File: src/rtl/ahb_pkg.sv
// Shared AHB-lite encodings, the master FSM state type and the request
// legality helper used by the two-requester AHB master arbiter.
package ahb_pkg;

  // htrans encodings
  localparam logic [1:0] HTRANS_IDLE   = 2'b00;
  localparam logic [1:0] HTRANS_BUSY   = 2'b01;
  localparam logic [1:0] HTRANS_NONSEQ = 2'b10;
  localparam logic [1:0] HTRANS_SEQ    = 2'b11;

  // Only single transfers are issued
  localparam logic [2:0] HBURST_SINGLE = 3'b000;

  // Data access, privileged, non-bufferable, non-cacheable
  localparam logic [3:0] HPROT_DEFAULT = 4'b0011;

  typedef enum logic [1:0] {
    ST_IDLE = 2'd0,
    ST_ADDR = 2'd1,
    ST_DATA = 2'd2
  } ahb_state_e;

  // A request is legal when its size fits the data bus and the address
  // is naturally aligned to that size. Only the low three address bits
  // matter because sizes above 3 are already rejected for 32/64-bit buses.
  function automatic logic req_legal(input logic [2:0] size,
                                     input logic [2:0] addr_lo,
                                     input logic [2:0] max_size);
    logic [3:0] span;
    logic [2:0] mask;
    span = 4'd1 << size;
    mask = 3'(span - 4'd1);
    if (size > max_size) return 1'b0;
    return (addr_lo & mask) == 3'd0;
  endfunction

endpackage

File: src/rtl/ahb_master_arbiter_if.sv
// AHB-lite master-side bus bundle. The master modport drives the address
// and write-data phase signals; the slave modport returns hready/hrdata/hresp.
interface ahb_master_arbiter_if #(
  parameter int ADDR_WIDTH = 32,
  parameter int DATA_WIDTH = 32
);

  logic                  hsel;
  logic [ADDR_WIDTH-1:0] haddr;
  logic [1:0]            htrans;
  logic                  hwrite;
  logic [2:0]            hsize;
  logic [2:0]            hburst;
  logic [3:0]            hprot;
  logic [DATA_WIDTH-1:0] hwdata;
  logic                  hready;
  logic [DATA_WIDTH-1:0] hrdata;
  logic                  hresp;

  modport master (
    output hsel, haddr, htrans, hwrite, hsize, hburst, hprot, hwdata,
    input  hready, hrdata, hresp
  );

  modport slave (
    input  hsel, haddr, htrans, hwrite, hsize, hburst, hprot, hwdata,
    output hready, hrdata, hresp
  );

endinterface

File: src/rtl/ahb_rr_arbiter.sv
// Two-way round-robin grant. On a tie the requester that was not granted
// most recently wins; after reset requester 0 wins the first tie.
module ahb_rr_arbiter (
  input  logic       hclk,
  input  logic       hresetn,
  input  logic [1:0] req,
  input  logic       advance,
  output logic [1:0] gnt
);

  // 1 = requester 1 was the most recent grant
  logic last_q;

  // Grant selection from the live request vector and the last winner
  always_comb begin
    gnt = 2'b00;
    case (req)
      2'b01:   gnt = 2'b01;
      2'b10:   gnt = 2'b10;
      2'b11:   gnt = last_q ? 2'b01 : 2'b10;
      default: gnt = 2'b00;
    endcase
  end

  // Remember who won whenever a grant is actually consumed
  always_ff @(posedge hclk or negedge hresetn) begin
    if (!hresetn) begin
      last_q <= 1'b1;
    end else if (advance) begin
      last_q <= gnt[1];
    end
  end

endmodule

File: src/rtl/ahb_master_arbiter.sv
// Two-requester AHB-lite master. Requests are arbitrated round-robin,
// checked for legality, and turned into single NONSEQ transfers.
//
// Requester handshake: a request transfers on a rising edge where
// req_valid[i] and req_ready[i] are both high. req_ready is only offered in
// IDLE, to one requester at a time, and valid need not be held; a request
// dropped before that edge is simply never seen. Each accepted request gets
// exactly one single-cycle rsp_valid[i] pulse carrying rsp_rdata/rsp_err.
module ahb_master_arbiter
  import ahb_pkg::*;
#(
  parameter int ADDR_WIDTH = 32,
  parameter int DATA_WIDTH = 32
) (
  input  logic                    hclk,
  input  logic                    hresetn,
  input  logic [1:0]              req_valid,
  output logic [1:0]              req_ready,
  input  logic [2*ADDR_WIDTH-1:0] req_addr,
  input  logic [1:0]              req_write,
  input  logic [5:0]              req_size,
  input  logic [2*DATA_WIDTH-1:0] req_wdata,
  output logic [1:0]              rsp_valid,
  output logic [DATA_WIDTH-1:0]   rsp_rdata,
  output logic                    rsp_err,
  ahb_master_arbiter_if.master    ahb,
  output ahb_state_e              dbg_state
);

  localparam logic [2:0] MAX_SIZE = (DATA_WIDTH == 64) ? 3'd3 : 3'd2;

  ahb_state_e state_q, state_d;

  logic [1:0]            gnt;
  logic                  gsel;
  logic                  grant_en;
  logic                  accept;
  logic [ADDR_WIDTH-1:0] sel_addr;
  logic                  sel_write;
  logic [2:0]            sel_size;
  logic [DATA_WIDTH-1:0] sel_wdata;
  logic                  sel_legal;

  logic                  gidx_q;
  logic [ADDR_WIDTH-1:0] addr_q;
  logic                  write_q;
  logic [2:0]            size_q;
  logic [DATA_WIDTH-1:0] wdata_q;

  ahb_rr_arbiter u_rr (
    .hclk    (hclk),
    .hresetn (hresetn),
    .req     (req_valid),
    .advance (accept),
    .gnt     (gnt)
  );

  // Ready is withheld outside IDLE and while reset is asserted
  assign grant_en  = (state_q == ST_IDLE) && hresetn;
  assign req_ready = gnt & {2{grant_en}};
  assign accept    = |(req_ready & req_valid);
  assign gsel      = gnt[1];

  assign sel_addr  = gsel ? req_addr[2*ADDR_WIDTH-1:ADDR_WIDTH] : req_addr[ADDR_WIDTH-1:0];
  assign sel_write = gsel ? req_write[1] : req_write[0];
  assign sel_size  = gsel ? req_size[5:3] : req_size[2:0];
  assign sel_wdata = gsel ? req_wdata[2*DATA_WIDTH-1:DATA_WIDTH] : req_wdata[DATA_WIDTH-1:0];
  assign sel_legal = req_legal(sel_size, sel_addr[2:0], MAX_SIZE);

  assign dbg_state = state_q;

  // FSM state register
  always_ff @(posedge hclk or negedge hresetn) begin
    if (!hresetn) begin
      state_q <= ST_IDLE;
    end else begin
      state_q <= state_d;
    end
  end

  // Next state: illegal acceptances stay in IDLE, wait states hold the phase
  always_comb begin
    state_d = state_q;
    case (state_q)
      ST_IDLE: if (accept && sel_legal) state_d = ST_ADDR;
      ST_ADDR: if (ahb.hready) state_d = ST_DATA;
      ST_DATA: if (ahb.hready) state_d = ST_IDLE;
      default: state_d = ST_IDLE;
    endcase
  end

  // Bus outputs decoded from the state and the latched request
  always_comb begin
    ahb.hsel   = 1'b0;
    ahb.haddr  = '0;
    ahb.htrans = HTRANS_IDLE;
    ahb.hwrite = 1'b0;
    ahb.hsize  = 3'd0;
    ahb.hburst = HBURST_SINGLE;
    ahb.hprot  = 4'd0;
    ahb.hwdata = '0;
    case (state_q)
      ST_ADDR: begin
        ahb.hsel   = 1'b1;
        ahb.haddr  = addr_q;
        ahb.htrans = HTRANS_NONSEQ;
        ahb.hwrite = write_q;
        ahb.hsize  = size_q;
        ahb.hprot  = HPROT_DEFAULT;
      end
      ST_DATA: begin
        ahb.hwdata = write_q ? wdata_q : '0;
      end
      default: ;
    endcase
  end

  // Request latch and registered response; rsp_valid is a one-cycle pulse
  always_ff @(posedge hclk or negedge hresetn) begin
    if (!hresetn) begin
      gidx_q    <= 1'b0;
      addr_q    <= '0;
      write_q   <= 1'b0;
      size_q    <= 3'd0;
      wdata_q   <= '0;
      rsp_valid <= 2'b00;
      rsp_rdata <= '0;
      rsp_err   <= 1'b0;
    end else begin
      rsp_valid <= 2'b00;
      if (accept) begin
        gidx_q  <= gsel;
        addr_q  <= sel_addr;
        write_q <= sel_write;
        size_q  <= sel_size;
        wdata_q <= sel_wdata;
        if (!sel_legal) begin
          rsp_valid <= gnt;
          rsp_err   <= 1'b1;
          rsp_rdata <= '0;
        end
      end
      if (state_q == ST_DATA && ahb.hready) begin
        rsp_valid <= gidx_q ? 2'b10 : 2'b01;
        rsp_rdata <= ahb.hrdata;
        rsp_err   <= ahb.hresp;
      end
    end
  end

endmodule
File: src/flat_wrapper.sv
// flat-port wrapper written by rule: the top's interface ports become plain ports
module ahb_master_arbiter_flat import ahb_pkg::*;
#(
  parameter int ADDR_WIDTH = 32,
  parameter int DATA_WIDTH = 32
)
  (hclk, hresetn, req_valid, req_ready, req_addr, req_write, req_size, req_wdata, rsp_valid, rsp_rdata, rsp_err, dbg_state, ahb_hsel, ahb_haddr, ahb_htrans, ahb_hwrite, ahb_hsize, ahb_hburst, ahb_hprot, ahb_hwdata, ahb_hready, ahb_hrdata, ahb_hresp);
  ahb_master_arbiter_if #(.ADDR_WIDTH(ADDR_WIDTH), .DATA_WIDTH(DATA_WIDTH)) ahb_i ();
  input  logic hclk;
  input  logic hresetn;
  input  logic [1:0] req_valid;
  output logic [1:0] req_ready;
  input  logic [2*ADDR_WIDTH-1:0] req_addr;
  input  logic [1:0] req_write;
  input  logic [5:0] req_size;
  input  logic [2*DATA_WIDTH-1:0] req_wdata;
  output logic [1:0] rsp_valid;
  output logic [DATA_WIDTH-1:0] rsp_rdata;
  output logic rsp_err;
  output ahb_state_e dbg_state;
  output wire logic [$bits(ahb_i.hsel)-1:0] ahb_hsel;
  output wire logic [$bits(ahb_i.haddr)-1:0] ahb_haddr;
  output wire logic [$bits(ahb_i.htrans)-1:0] ahb_htrans;
  output wire logic [$bits(ahb_i.hwrite)-1:0] ahb_hwrite;
  output wire logic [$bits(ahb_i.hsize)-1:0] ahb_hsize;
  output wire logic [$bits(ahb_i.hburst)-1:0] ahb_hburst;
  output wire logic [$bits(ahb_i.hprot)-1:0] ahb_hprot;
  output wire logic [$bits(ahb_i.hwdata)-1:0] ahb_hwdata;
  input wire logic [$bits(ahb_i.hready)-1:0] ahb_hready;
  input wire logic [$bits(ahb_i.hrdata)-1:0] ahb_hrdata;
  input wire logic [$bits(ahb_i.hresp)-1:0] ahb_hresp;
  assign ahb_hsel = ahb_i.hsel;
  assign ahb_haddr = ahb_i.haddr;
  assign ahb_htrans = ahb_i.htrans;
  assign ahb_hwrite = ahb_i.hwrite;
  assign ahb_hsize = ahb_i.hsize;
  assign ahb_hburst = ahb_i.hburst;
  assign ahb_hprot = ahb_i.hprot;
  assign ahb_hwdata = ahb_i.hwdata;
  assign ahb_i.hready = ahb_hready;
  assign ahb_i.hrdata = ahb_hrdata;
  assign ahb_i.hresp = ahb_hresp;
  ahb_master_arbiter #(.ADDR_WIDTH(ADDR_WIDTH), .DATA_WIDTH(DATA_WIDTH)) u_core (.hclk(hclk), .hresetn(hresetn), .req_valid(req_valid), .req_ready(req_ready), .req_addr(req_addr), .req_write(req_write), .req_size(req_size), .req_wdata(req_wdata), .rsp_valid(rsp_valid), .rsp_rdata(rsp_rdata), .rsp_err(rsp_err), .ahb(ahb_i), .dbg_state(dbg_state));
endmodule
File: config.mk
export PLATFORM = sky130hd
export DESIGN_NAME = ahb_master_arbiter_flat
export DESIGN_NICKNAME = d
export VERILOG_FILES = /design/src/rtl/ahb_pkg.sv /design/src/rtl/ahb_master_arbiter_if.sv /design/src/rtl/ahb_rr_arbiter.sv /design/src/rtl/ahb_master_arbiter.sv /design/src/flat_wrapper.sv
export SDC_FILE = /design/constraint.sdc
export NUM_CORES = 1
export LEC_CHECK = 0
export BUFFER_PORTS_ARGS = -buffer_cell sky130_fd_sc_hd__buf_4
export CORE_MARGIN = 5
export CORE_UTILIZATION = 41
export CTS_CLUSTER_SIZE = 12
export DETAILED_ROUTE_END_ITERATION = 16
export PLACE_DENSITY = 0.74
export SLEW_MARGIN = 20
export SYNTH_ARGS = -nofsm -noshare
export SYNTH_HDL_FRONTEND = slang
export SYNTH_SLANG_ARGS = --single-unit
File: constraint.sdc
create_clock -name hclk -period 2.7 [get_ports hclk]
set_input_delay 0.54 -clock hclk [delete_from_list [all_inputs] [get_ports hclk]]
set_output_delay 0.54 -clock hclk [all_outputs]
set_load 0.03 [all_outputs]
==> results of run 1 <==
-- per-stage QoR --
step	setup WS [ns]	utilization [%]	setup TNS [ns]	cell area, um2
2_1_floorplan	0.00694	-	0	5320
3_3_place_gp	0.0548	59.9	0	7550
3_5_place_dp	-0.0943	59.9	-1.08	7550
4_1_cts	0.0242	62.2	0	7850
5_1_grt	0.0109	62.3	0	7860
6_report	0.116	62.3	0	7860
-- synthesized netlist by cell type (2+ instances only) --
| cell type | instances |
|---|---|
| clkbuf_1 | 30 |
| o21ai_0 | 68 |
| buf_1 | 5 |
| buf_6 | 3 |
| buf_2 | 8 |
| mux2i_1 | 35 |
| inv_1 | 2 |
| nor3b_1 | 3 |
| and2_1 | 69 |
| nor3_1 | 29 |
| nor2_1 | 9 |
| nand2b_1 | 3 |
| buf_4 | 9 |
| o22ai_1 | 62 |
| nor3_2 | 6 |
| nand2_1 | 75 |
| a31oi_1 | 4 |
| a211o_1 | 2 |
| dfrtp_1 | 106 |
-- sequential cells by signal (all words and copies together) (netlist names) --
register / flops
u_core.gidx_q: 1
u_core.dbg_state: 2
u_core.rsp_rdata: 32
u_core.addr_q: 32
u_core.rsp_valid: 2
u_core.wdata_q: 32
u_core.size_q: 3
u_core.write_q: 1
u_core.u_rr.last_q: 1
u_core.rsp_err: 1
-- worst max-delay path by stage --
stage	end	cells past startpoint
2_1_floorplan	u_core.rsp_err	9
3_3_place_gp	u_core.rsp_err	9
3_5_place_dp	u_core.rsp_rdata[26]	10
4_1_cts	u_core.rsp_rdata[15]	10
5_1_grt	u_core.rsp_rdata[15]	10
6_report	u_core.rsp_rdata[15]	10
-- critical path: cells and delay by family, from the launching register on --
family	cells	cell delay, ns
AOI/OAI and AO/OA	4	0.80
xor gates and xnor gates	1	0.14
adders and majority gates	1	0.23
buffers and inverters	2	0.35
DFF	1	0.58
and+or+nand+nor	2	0.39
-- layer usage --
layer	GRT usage (%)	vias to the layer above	share of wire, %
met3	4.80	28	7.5
met2	39.6	187	52
met4	9.00	0	2.9
met5	0	-	0
met1	24.4	2321	38
li1	-	2456	-
-- layout make-up --
cell class / instances / area [um2] / share of cell area, %
clock inverter: 6 / 62.6 / 0.796
clock buffer: 10 / 229 / 2.91
multi-input combinational: 393 / 2380 / 30.3
sequential: 107 / 2680 / 34.1
inverter: 2 / 7.51 / 0.0955
timing repair buffer: 304 / 2290 / 29.1
tap: 172 / 215 / 2.74
-- power by group through the flow --
stage	Clock, mW	Combinational, mW	Sequential, mW
final	1.31	1.18	2.03
after floorplan	0	0.643	2.08
after global placement	0	1.15	2.04
after CTS	1.34	1.20	2.03
after global routing	1.41	1.31	2.07
after detailed placement	0	1.19	2.06
-- logic make-up after synthesis --
family	count (synthesis)	share of synthesized area, %
buffers and inverters	57	5.30
muxes	36	6.84
and+or+nand+nor	202	20.0
xor gates and xnor gates	1	0.166
other	1	0.0709
AOI/OAI and AO/OA	145	16.3
adders and majority gates	3	0.639
DFF	107	50.7
==> impl_metrics.ini, run 1 <==
[clock_tree]
h-tree-depth = 3
cts_buffer_depth = 2
clk_pin_slew_worst_paths_ns = 0.07
post_cts_buffers = 0
tritoncts = done
cts_resized = 1
cts_made_buffers = 9
worstSkewPairLatency_ns = 0.34
clock-sinks = 107
ctsHoldBuffers = 0
root_buffer = clkbuf_16

[detailed_routing]
postRouteAntennaNets = 0
vias = 4992
wire_per_inst_um = 16.9
vias_per_cell = 5.02
dr.first_iter.drc_count = 257
dr.pass1.iters = 4
wirelength_mm = 16.8
drc_errors = 0

[setup_path]
slowest_stage = dfstp_2
required_ns = 2.95
worstPathCellList = a21boi_4 > buf_4 > nor3_1 > o21ai_0 > ha_2 > xor2_1 > a211o_1 > o221a_4 > buf_4 > nor3_1
cp_slowest_stage_delay_ns = 0.58
r2r.worst_path.cells = 10
crit_arrival_ns = 2.83
cp_max_fo = 16
path_class = reg -> reg
r2r-end = u_core.rsp_rdata[15]
regToRegSetupSlack_ns = 0.12
rr_startpoint = u_core.u_rr.last_q
setup.worst_path.end_class = flop
setup.worst_path.start = u_core.u_rr.last_q
start_kind = flop

[final_layout]
fin_cells = 994
final_common_cell = buf_4
diodes = 0
drive_gt1_share_pct = 41.2
synthToLayoutAreaGrowth_pct = 48.7
fill_cells = 1128
layout_common_cells = 303 x buf_4, 106 x dfrtp_1, 75 x nand2_1, 68 x and2_1, 68 x o21ai_0
final_nets = 992

[sta]
finalSetupViolations = 0
report.final.slew_viol_count = 0
hold_violations = 0
max_freq_mhz = 387
rsz0062_at_grt = no
worst_pin_slew_ns = 0.724
slew_headroom_pct = 51.7
fin_crit_ns = 2.58
clock_skew_ns = 0.00815
holdWs_ns = 0.223
fin_crit_sh_pct = 95.7

[logic_synthesis]
yosysUniqueCellTypes = 43
ys_seq_area_share_pct = 50.7
ys.flop_type = dfrtp_1
synth_edf_count = 0
synthArstFlopShare_pct = 100
synthCells = 552
synth_top_cell_by_area = dfrtp_1
yosysWarningCount = 0
syn_area_um2 = 5290
synth_top_area_share_pct = 50.2
synth_seq_cells = 107
synthTopCellsByArea = dfrtp_1 50%, and2_1 8.2%, o22ai_1 7.3%
syn_avg_cell_area_um2 = 9.58

[power_and_ir_drop]
combinationalPowerShare_pct = 26.2
internal-power_mw = 3.12
total_power_mw = 4.52
leakagePower_nw = 4.13
ir_drop_v = 0.000312
seq_power_share_pct = 44.9
p_switching_mw = 1.40
pwr-share-clk_pct = 29.0
power_density_nw_per_um2 = 575
swShare_pct = 31.0

[worst_hold_path]
hold_path_class = in -> async

[die]
fp.dieW_um = 124
dieHeight_um = 124
ios = 291
start_util_pct = 41.9
dieArea_um2 = 15300
core_um2 = 12600
row_count = 41

[global_route]
grt_util_all_layers_pct = 21.7
grt_first_pass_wirelength_mm = 25.9
grt_max_degree = 81
grt_pass1_vias = 5235
globalRouteOverflowTotal = 0
antenna_found_initial = 0

[job]
drv_cap = 0

[run_status]
status = complete, no violations

[placed_design]
hpwlAfterDp_mm = 13.0
routabilityCongestion = 0.774
place_inst = 978
port_buffers = 284
No activity file was read; power rests on OpenSTA's default activity.
==> run 2, diff against run 1 <==
- CORE_MARGIN: 5 -> unset
- RECOVER_POWER: unset -> 50
==> run 2 against run 1 <==
Net effect:
- wire length fell by 8.5%
- clock skew increased by 0.0028 ns
- critical path depth is the same
- design area fell by 1.2%
- first-iteration DRC count shrank 46%
- sequential power hardly changed
- flip-flop and latch count unchanged
==> impl_metrics.ini, run 2 (synthesized netlist as in run 1, its figures left out) <==
[sta]
fin_crit_ns = 2.56
finalSetupViolations = 0
fin_crit_sh_pct = 94.7
rsz0062_at_grt = yes
slew_headroom_pct = 9.18
clock_skew_ns = 0.0109
holdWs_ns = 0.462
report.final.slew_viol_count = 0
worst_pin_slew_ns = 1.36
tns_ns = 0
setup_slack_ns = 0.143
max_freq_mhz = 391
hold_violations = 0

[power_and_ir_drop]
p_switching_mw = 1.39
seq_power_share_pct = 44.0
pwr-share-clk_pct = 31.0
leakagePower_nw = 3.99
internal-power_mw = 3.21
swShare_pct = 30.3
combinationalPowerShare_pct = 25.0
power_density_nw_per_um2 = 592
total_power_mw = 4.60
ir_drop_v = 0.000300

[clock_tree]
worstSkewPairLatency_ns = 0.34
clk_pin_slew_worst_paths_ns = 0.07
clock-sinks = 107
h-tree-depth = 3
cts_made_buffers = 9
cts_buffer_depth = 2
root_buffer = clkbuf_16
tritoncts = done

[die]
row_count = 41
fp.dieW_um = 116
core_um2 = 12600
dieArea_um2 = 13400
dieHeight_um = 116
ios = 291
start_util_pct = 41.9

[detailed_routing]
dr.first_iter.drc_count = 140
drc_errors = 0
wire_per_inst_um = 15.4
wirelength_mm = 15.4
vias = 5009
dr.pass1.iters = 6
postRouteAntennaNets = 0
vias_per_cell = 5.03

[final_layout]
synthToLayoutAreaGrowth_pct = 46.9
diodes = 0
final_util_pct = 61.5
drive_gt1_share_pct = 36.7
top_regs = u_core.addr_q (32), u_core.rsp_rdata (32), u_core.wdata_q (32)
layout_common_cells = 260 x buf_4, 106 x dfrtp_1, 75 x nand2_1, 68 x and2_1, 68 x o21ai_0
final_nets = 993
final_common_cell = buf_4

[run_status]
status = complete, no violations

[placed_design]
post-place-ws_ns = -0.0716
port_buffers = 284
hpwlAfterDp_mm = 11.5
routabilityCongestion = 0.871

[global_route]
antenna_found_initial = 0
grt_util_all_layers_pct = 22.7
grt_max_degree = 83
grt_first_pass_wirelength_mm = 23.6
grt_pass1_vias = 4819
globalRouteOverflowTotal = 0

[setup_path]
start_kind = flop
crit_arrival_ns = 2.80
setup.worst_path.end_class = flop
path_class = reg -> reg
cp_max_fo = 16
required_ns = 2.95

[job]
drv_cap = 0

[worst_hold_path]
hold_path_class = in -> reg
[run 2: final timing paths]
| path | depth (start not counted) | endpoint | start | slack [ns] |
|---|---|---|---|---|
| max in group asynchronous | 3 | u_core.wdata_q[30] | hresetn | 0.66 |
| worst max register to register | 10 | u_core.rsp_rdata[12] | u_core.u_rr.last_q | 0.14 |
| worst min-delay path | 2 | u_core.dbg_state[1] | ahb_hready | 0.46 |
| worst max-delay path | 10 | u_core.rsp_rdata[12] | u_core.u_rr.last_q | 0.14 |
| worst min register to register | 2 | u_core.wdata_q[4] | u_core.wdata_q[4] | 0.47 |
| min in group asynchronous | 2 | u_core.wdata_q[21] | hresetn | 0.62 |
[run 2: power by group through the flow]
| stage | registers, mW | logic (mW) | clock network (mW) |
|---|---|---|---|
| after floorplan | 2.08 | 0.643 | 0 |
| after global placement | 2.04 | 1.15 | 0 |
| after detailed placement | 2.05 | 1.19 | 0 |
| after CTS | 2.03 | 1.19 | 1.46 |
| after global routing | 2.06 | 1.27 | 1.52 |
| final | 2.02 | 1.15 | 1.43 |
[run 2: area by class of cell]
type | instances | area [um2]
repair buffers | 305 | 2150
inverters | 2 | 7.51
fillers | 1151 | 4860
flip-flops and latches | 107 | 2680
multi-input cells | 393 | 2380
well taps | 172 | 215
clock inverters | 6 | 87.6
clock buffers | 10 | 239
[run 2: what timing repair did]
item,4_1_cts,5_1_grt
setup endpoints to repair,0,6
setup buffers,0,0
hold buffers,0,0
resized for setup,0,4
[run 2: routing by layer]
metal  track usage (%)  vias to the layer above  share of wire (%)
met5                 0                        -                  0
met1              26.2                     2346                 40
met2              41.7                      181                 52
li1                  -                     2452                  -
met4              10.5                        0                3.1
met3              3.14                       30                5.4
[run 2: through the flow]
step / instance area [um2] / instances
after global placement: 7570 / 979
final: 7760 / 995
after CTS: 7900 / 995
after floorplan: 5320 / 557
after detailed placement: 7570 / 979
after global routing: 7760 / 995
[run 2: worst max-delay path, stage by stage, from the launching register on]
cell	delay (ns)
dfstp_2	0.58
a21boi_4	0.08
buf_4	0.15
nor3b_1	0.17
o21ai_0	0.12
ha_2	0.21
xor2_1	0.14
a211o_1	0.33
o221a_4	0.27
buf_4	0.20
nor3_1	0.23
==> run 3, diff against run 2 <==
- CORE_AREA: unset -> 2 2 112 114
- CORE_UTILIZATION: 41 -> unset
- DIE_AREA: unset -> 0 0 114 116
- PLACE_DENSITY: 0.74 -> 0.75
- clock period: 2.7 -> 3.1 ns (I/O delays scaled with it)
==> run 3 against run 2 <==
Net effect:
- wire length up 2.5%
- non-clock buffer count is 7 lower
- cell count is 3.2% lower
- clock power decreased by 15%
- die area down 0.96%
- clock-buffer cell count rose by 1
- utilization increased by 2.7 points
- critical path depth down 6
- highest routed layer unchanged
- combinational power fell by 14%
- via count fell by 0.68%
- the run now ends with capacitance limit, slew limit left
- sequential share of layout area up 0.53 points
==> impl_metrics.ini, run 3 (synthesized netlist as in run 1, its figures left out) <==
[detailed_routing]
dr.first_iter.drc_count = 235
wire_per_inst_um = 16.4
vias_per_cell = 5.17
vias = 4975
dr.pass1.iters = 5
postRouteAntennaNets = 0
wirelength_mm = 15.7
drc_errors = 0

[sta]
report.final.slew_viol_count = 74
clock_skew_ns = 0.00723
worst_pin_slew_ns = 1.79
max_freq_mhz = 354
finalSetupViolations = 0
rsz0062_at_grt = no
fin_crit_sh_pct = 91.1
fin_crit_ns = 2.82
hold_violations = 0
slew_headroom_pct = -19.5
tns_ns = 0

[die]
row_count = 40
fp.dieW_um = 114
dieHeight_um = 116
ios = 291
core_um2 = 11900
start_util_pct = 44.4
dieArea_um2 = 13200

[clock_tree]
cts_made_buffers = 9
h-tree-depth = 3
clock-sinks = 107
clk_pin_slew_worst_paths_ns = 0.07
root_buffer = clkbuf_16
worstSkewPairLatency_ns = 0.34
cts_buffer_depth = 2
post_cts_buffers = 0
tritoncts = done
ctsHoldBuffers = 0
cts_resized = 0

[setup_path]
setup.worst_path.end_class = primary output
start_kind = flop
cp_max_fo = 38
worstPathCellList = nor3b_1 > o21ai_2 > nor2_1 > buf_4
crit_family = simple AND/OR/NAND/NOR gates
crit_arrival_ns = 2.20
r2r.worst_path.cells = 10
required_ns = 2.48
regToRegSetupSlack_ns = 0.38
cp_slowest_stage_delay_ns = 0.47
crit_buf_inv = 1
path_class = reg -> out
slowest_stage = o21ai_2
cp_num_cells = 4

[global_route]
globalRouteOverflowTotal = 0
antenna_found_initial = 0
grt_first_pass_wirelength_mm = 24.1
grt_pass1_vias = 4821
grt_util_all_layers_pct = 23.2
grt_max_degree = 74

[final_layout]
layout_common_cells = 258 x buf_4, 106 x dfrtp_1, 75 x nand2_1, 68 x and2_1, 68 x o21ai_0
top_regs = u_core.addr_q (32), u_core.rsp_rdata (32), u_core.wdata_q (32)
synthToLayoutAreaGrowth_pct = 44.7
final_nets = 986
diodes = 0
fin_cells = 963
drive_gt1_share_pct = 35.5
final_common_cell = buf_4

[power_and_ir_drop]
leakagePower_nw = 3.94
seq_power_share_pct = 44.4
internal-power_mw = 2.77
swShare_pct = 30.4
p_switching_mw = 1.21
pwr-share-clk_pct = 30.6
combinationalPowerShare_pct = 25.0
ir_drop_v = 0.000257
power_density_nw_per_um2 = 519

[placed_design]
routabilityCongestion = 0.817
port_buffers = 284
hpwlAfterDp_mm = 11.7
place_inst = 947

[run_status]
status = complete, but fails checks
failed_checks = capacitance limit, slew limit

[worst_hold_path]
hold_path_class = in -> async

[job]
drv_cap = 1
==> run 3: power by group through the flow <==
stage,combinational (mW),sequential (mW),clock (mW)
global route,1.10,1.79,1.30
CTS,1.03,1.77,1.24
floorplan,0.557,1.81,0
finish,0.991,1.76,1.22
detailed placement,1.03,1.79,0
global placement,0.996,1.78,0
==> run 3: worst paths after layout <==
check                                    start              endpoint
hold / removal                         hresetn  u_core.rsp_rdata[26]
max in group asynchronous              hresetn  u_core.rsp_rdata[13]
min in group hclk            u_core.wdata_q[0]     u_core.wdata_q[0]
hold reg to reg              u_core.wdata_q[0]     u_core.wdata_q[0]
setup / recovery           u_core.dbg_state[1]          req_ready[1]
setup reg to reg            u_core.u_rr.last_q  u_core.rsp_rdata[14]
==> run 3: cell type report <==
cell class / count / area, um2
fillers: 1025 / 4260
well taps: 147 / 184
clock buffers: 11 / 233
clock inverters: 5 / 85.1
repair buffers: 298 / 2100
inverters: 2 / 7.51
flip-flops and latches: 107 / 2680
multi-input cells: 393 / 2350
==> run 3: per-stage QoR <==
stage          hold slack, ns  setup WS (ns)  utilization (%)  instance area (um2)  total power, mW
2_1_floorplan           0.324          0.152                -                 5310             2.37
3_3_place_gp            0.454          0.252             62.9                 7490             2.77
3_5_place_dp            0.462          0.111             62.9                 7490             2.82
4_1_cts                 0.332          0.367             65.5                 7800             4.04
5_1_grt                 0.428          0.115             64.2                 7650             4.20
6_report                0.383          0.277             64.2                 7650             3.97
==> run 3: routing by layer <==
layer | part of all wire, % | GRT usage, % | vias up
li1 | - | - | 2453
met1 | 40 | 28.0 | 2300
met2 | 53 | 41.9 | 197
met3 | 5.5 | 3.29 | 25
met4 | 2.1 | 8.94 | 0
met5 | 0 | 0 | -
